===== config.mk =====
export PLATFORM = sky130hd
export DESIGN_NAME = stream_capture_mon
export DESIGN_NICKNAME = d
export VERILOG_FILES = /design/src/rtl/stream_capture_mon.sv
export SDC_FILE = /design/constraint.sdc
export NUM_CORES = 2
export LEC_CHECK = 0
export CAP_MARGIN = 20
export CORE_MARGIN = 4
export CORE_UTILIZATION = 35
export CTS_CLUSTER_DIAMETER = 150
export DETAILED_ROUTE_END_ITERATION = 16
export SLEW_MARGIN = 20
export SYNTH_ARGS = -nofsm -noshare
export SYNTH_HDL_FRONTEND = slang
export SYNTH_SLANG_ARGS = --single-unit
export TNS_END_PERCENT = 50

===== constraint.sdc =====
create_clock -name ap_clk -period 8.7 [get_ports ap_clk]
set_clock_uncertainty 0.2 [all_clocks]
set_input_delay 1.305 -clock ap_clk [delete_from_list [all_inputs] [get_ports ap_clk]]
set_output_delay 1.305 -clock ap_clk [all_outputs]
set_load 0.02 [all_outputs]

===== src/rtl/stream_capture_mon.sv =====
// rtl/stream_capture_mon.sv - per-channel write counters/checksums with serial nibble dump
//
// Ports:
//   ap_clk      - single clock, all state on rising edge
//   ap_rst_n    - asynchronous active-low reset
//   ch_write    - per-channel write strobes (bit c = stream c)
//   ch_din      - per-channel data, stream c in [c*DATA_W +: DATA_W]
//   clear       - zeroes live counters and checksums (wins over same-cycle writes)
//   dump_req    - snapshot live statistics and start a serial dump
//   data_out    - dump nibble (0 when not valid)
//   data_valid  - data_out holds a frame nibble
//   busy        - dump frame in progress
//
// Frame: 4'hA, then for each channel cnt (MSB nibble first) and chk
// (MSB nibble first), then 4'h5, with no gaps.

module stream_capture_mon #(
    parameter int NUM_CH = 8,
    parameter int DATA_W = 32,
    parameter int CNT_W  = 32
) (
    input  logic                     ap_clk,
    input  logic                     ap_rst_n,
    input  logic [NUM_CH-1:0]        ch_write,
    input  logic [NUM_CH*DATA_W-1:0] ch_din,
    input  logic                     clear,
    input  logic                     dump_req,
    output logic [3:0]               data_out,
    output logic                     data_valid,
    output logic                     busy
);

    localparam int CNT_NIB  = CNT_W / 4;
    localparam int DATA_NIB = DATA_W / 4;
    localparam int NIB_MAX  = (CNT_NIB > DATA_NIB) ? CNT_NIB : DATA_NIB;
    localparam int NIB_W    = (NIB_MAX > 1) ? $clog2(NIB_MAX) : 1;
    localparam int CH_W     = (NUM_CH > 1) ? $clog2(NUM_CH) : 1;

    typedef enum logic [2:0] {
        IDLE = 3'd0,
        HDR  = 3'd1,
        CNT  = 3'd2,
        CHK  = 3'd3,
        TRL  = 3'd4
    } state_t;

    state_t             state;
    state_t             nxt_state;
    logic [CH_W-1:0]    ch;
    logic [CH_W-1:0]    nxt_ch;
    logic [NIB_W-1:0]   nib;
    logic [NIB_W-1:0]   nxt_nib;
    logic               capture;

    logic [CNT_W-1:0]   cnt      [NUM_CH];
    logic [DATA_W-1:0]  chk      [NUM_CH];
    logic [CNT_W-1:0]   snap_cnt [NUM_CH];
    logic [DATA_W-1:0]  snap_chk [NUM_CH];

    logic [3:0]         nxt_data;
    logic               nxt_valid;
    logic [CNT_W-1:0]   cnt_word;
    logic [DATA_W-1:0]  chk_word;

    // Live statistics: touched only by clear and writes, never by the dump.
    always_ff @(posedge ap_clk or negedge ap_rst_n) begin
        if (!ap_rst_n) begin
            for (int c = 0; c < NUM_CH; c++) begin
                cnt[c] <= '0;
                chk[c] <= '0;
            end
        end else if (clear) begin
            for (int c = 0; c < NUM_CH; c++) begin
                cnt[c] <= '0;
                chk[c] <= '0;
            end
        end else begin
            for (int c = 0; c < NUM_CH; c++) begin
                if (ch_write[c]) begin
                    if (cnt[c] != {CNT_W{1'b1}}) begin
                        cnt[c] <= cnt[c] + CNT_W'(1);
                    end
                    chk[c] <= {chk[c][DATA_W-2:0], chk[c][DATA_W-1]}
                              ^ ch_din[c*DATA_W +: DATA_W];
                end
            end
        end
    end

    // Snapshot takes the pre-edge live values, so a write on the dump_req
    // edge shows up live but not in this frame.
    always_ff @(posedge ap_clk or negedge ap_rst_n) begin
        if (!ap_rst_n) begin
            for (int c = 0; c < NUM_CH; c++) begin
                snap_cnt[c] <= '0;
                snap_chk[c] <= '0;
            end
        end else if (capture) begin
            for (int c = 0; c < NUM_CH; c++) begin
                snap_cnt[c] <= cnt[c];
                snap_chk[c] <= chk[c];
            end
        end
    end

    // FSM state register
    always_ff @(posedge ap_clk or negedge ap_rst_n) begin
        if (!ap_rst_n) begin
            state <= IDLE;
            ch    <= '0;
            nib   <= '0;
        end else begin
            state <= nxt_state;
            ch    <= nxt_ch;
            nib   <= nxt_nib;
        end
    end

    // FSM next-state logic
    always_comb begin
        nxt_state = state;
        nxt_ch    = ch;
        nxt_nib   = nib;
        capture   = 1'b0;
        case (state)
            IDLE: begin
                if (dump_req) begin
                    nxt_state = HDR;
                    capture   = 1'b1;
                end
            end
            HDR: begin
                nxt_state = CNT;
                nxt_ch    = '0;
                nxt_nib   = '0;
            end
            CNT: begin
                if (nib == NIB_W'(CNT_NIB - 1)) begin
                    nxt_state = CHK;
                    nxt_nib   = '0;
                end else begin
                    nxt_nib = nib + NIB_W'(1);
                end
            end
            CHK: begin
                if (nib == NIB_W'(DATA_NIB - 1)) begin
                    nxt_nib = '0;
                    if (ch == CH_W'(NUM_CH - 1)) begin
                        nxt_state = TRL;
                    end else begin
                        nxt_state = CNT;
                        nxt_ch    = ch + CH_W'(1);
                    end
                end else begin
                    nxt_nib = nib + NIB_W'(1);
                end
            end
            TRL: begin
                nxt_state = IDLE;
            end
            default: begin
                nxt_state = IDLE;
            end
        endcase
    end

    // FSM output logic: the nibble for the state being entered is computed
    // here and registered below, so the header appears the cycle right
    // after dump_req is sampled.
    always_comb begin
        nxt_data  = 4'h0;
        nxt_valid = (nxt_state != IDLE);
        cnt_word  = '0;
        chk_word  = '0;
        case (nxt_state)
            HDR: nxt_data = 4'hA;
            CNT: begin
                cnt_word = snap_cnt[nxt_ch] >> (4 * (CNT_NIB - 1 - int'(nxt_nib)));
                nxt_data = cnt_word[3:0];
            end
            CHK: begin
                chk_word = snap_chk[nxt_ch] >> (4 * (DATA_NIB - 1 - int'(nxt_nib)));
                nxt_data = chk_word[3:0];
            end
            TRL: nxt_data = 4'h5;
            default: nxt_data = 4'h0;
        endcase
    end

    always_ff @(posedge ap_clk or negedge ap_rst_n) begin
        if (!ap_rst_n) begin
            data_out   <= 4'h0;
            data_valid <= 1'b0;
            busy       <= 1'b0;
        end else begin
            data_out   <= nxt_data;
            data_valid <= nxt_valid;
            busy       <= nxt_valid;
        end
    end

endmodule


==> reports/summary.txt <==
status: completed
cell taking the most area after synthesis: dfrtp_1
Arr. time, crit path: 5970 ps
final setup fails: 0
relative max-transition margin: 29.67%
post-detail-place hpwl: 113,000 um
met3 WL: 11,060 um
Syn Nets: 4,680
io pins: 274
Root Buffer: clkbuf_16
min cycle time layout: 5586 ps
CTS Buf Count: 107
Finished Layout Cells: 6,448
fraction of registers with async set/reset: 100.0%
routability cong.: 0.9028
Syn-to-layout area delta: 16.42%
Fill cells: 13,170
Synth top area share: 53.37%
Total GRT Usage: 21.42%
initial core utilization: 35.31%
Worst EP required: 9080 ps
hold crit path type: input pin to asynchronous set/reset pin
CTS tree: built
r2r worst-path depth: 14
die area: 145,100 um^2
drt drc: 0
Power per Cell Area: 183.6 nW/um^2
Clock Tree Buf Depth: 3
Post-synth EDFFs: 0
sequential cell area: 25,970 um^2
leakage power: 24.66 nW
ys flop type: dfrtp_1
Multi-input gate area: 21,510 um^2
Critical Path Slowest Stage Cell: buf_4
initial antenna violation count: 9
share of layout cells above drive strength 1: 17.41%
cell row count: 136
post_cts resized: 0
max incr delay on CP: 700 ps
CTS H-tree depth: 3
nets: 4,844
crit path buf inv count: 3
post-route cell area: 56,660 um^2
Final Util: 41.10%
Via density: 5.483
buffers added on ports: 273
most frequent cell after synthesis: dfrtp_1
Total Wirelength: 158,600 um
top post-synthesis cells by area: dfrtp_1, mux2_2, xnor2_1
Clock Latency Late Sink: 730 ps
Mapped Cells: 4,400
r2r setup slk: 3110 ps
placed instance count: 6,248
drt wl/cell: 24.60 um
critical-path maximum fanout: 81
instance count on the critical path: 14
FMAX: 0.1790 GHz
area of the core: 137,800 um^2
Worst setup EP type: flop
count of final hold-check violations: 0
crit path launch type: flop
M1 WL: 75,220 um
pin count of the biggest net entering global routing: 181
Cell Area, Synth: 48,670 um^2
via count: 35,355
Final Max Slew Viols: 0
syn_area_per_cell: 11.06 um^2
DP Area: 53,030 um^2
period utilisation layout: 64.21%
crit path kind: flop to flop
uppermost layer routed: met4
MaxCap Viol Count: 0
number of global-route vias before repair: 33,763
sequential area share after synthesis: 53.37%
commonest cells in the netlist: dfrtp_1, nor2_1, mux2_2, nand2_1, xnor2_1
post-synthesis cell type count: 74
Worst Max-Slew Pin Slew: 1055 ps
clock sink total: 1,038
RSZ-0062 raised after global routing: no
Yosys reg bits: 1,038
chip width: 380.9 um
cell family with most CP delay: buffers and inverters
worst vdd ir: 0.1766 mV
Pre-antenna DRT Iters: 6
post-CTS setup buffer count: 0
drt first-iter violations: 3,649
Synth Warn #: 0
CP cell instances: ha_1 > ha_1 > a21boi_4 > mux2i_2 > nor2_4 > buf_4 > inv_6 > buf_4 > mux4_2 > a22oi_1 > nand3_1 > a311o_1 > nor4_1 > nor4_1
Post-CTS Hold Fix Bufs: 0
Die Ht: 380.9 um
met2 WL: 69,230 um
Worst-path clk slew: 70 ps
total grt overflow: 0
first-pass GRT wire length: 234,700 um
antenna-violating nets left: 0
setup TNS: 0 ps
## logic make-up after synthesis
family / Yosys count / share of synthesized area [%]
xor+xnor: 460 / 8.279
mux: 570 / 13.71
buf+inv: 299 / 2.512
fa+ha+maj: 12 / 0.3085
compound gates: 571 / 8.441
simple gates: 1450 / 13.38
flops: 1038 / 53.37
## cells in the final DEF, fill, tap and decap left out, types with 45 or more instances in the layout
master,n
buf_4,45
nand4_1,73
dfrtp_1,1038
nand2_1,412
xnor2_1,314
mux2_2,519
nand3_1,189
or3_1,46
clkdlybuf4s50_1,263
clkbuf_16,108
o21ai_0,58
a21oi_1,57
nor2_1,541
a211oi_1,305
and3_1,77
xor2_1,146
## area by class of cell
| type | instances | share of cell area, % |
|---|---|---|
| clock buffer | 155 | 5.506 |
| inverter | 28 | 0.2032 |
| tap | 1794 | 3.962 |
| timing repair buffer | 326 | 5.662 |
| sequential | 1038 | 45.85 |
| clock inverter | 42 | 0.8370 |
| antenna | 2 | 0.008834 |
| multi-input combinational | 3063 | 37.97 |
## flip-flops by register name, summed over array words and instances (netlist names)
register / flops
busy: 1
ch: 3
chk: 256
cnt: 256
data_out: 4
nib: 3
snap_chk: 256
snap_cnt: 256
state: 3
## through the flow
stage | hold slack, ps | power [W] | setup WS, ps
6_report | 237.2 | 0.01040 | 3114
4_1_cts | 302.0 | 0.01050 | 3260
3_5_place_dp | 288.1 | 0.005783 | 3278
2_1_floorplan | 272.2 | 0.005417 | 5186
5_1_grt | 220.6 | 0.01077 | 2932
3_3_place_gp | 284.4 | 0.005774 | 3320
## power breakdown
group / internal [W] / switching [W] / leakage [nW] / total (W)
combinational: 0.000290 / 0.000337 / 8.67 / 0.000627
sequential: 0.00493 / 0.000127 / 14.2 / 0.00506
clock: 0.00270 / 0.00201 / 1.78 / 0.00471
total: 0.00793 / 0.00247 / 24.7 / 0.0104
## worst paths after layout
check / start / end
max in group asynchronous: ap_rst_n / cnt[84]
max: nib[0] / data_out[3]
min reg2reg: snap_chk[106] / snap_chk[106]
max reg2reg: nib[0] / data_out[3]
min: ap_rst_n / cnt[231]
min in group ap_clk: snap_chk[106] / snap_chk[106]
## layer usage
layer | GRT usage, % | vias up
met4 | 4.372 | 0
li1 | - | 15879
met1 | 32.93 | 18159
met2 | 31.73 | 1167
met5 | 0 | -
met3 | 3.546 | 150
Power figures use the tool's default switching activity.
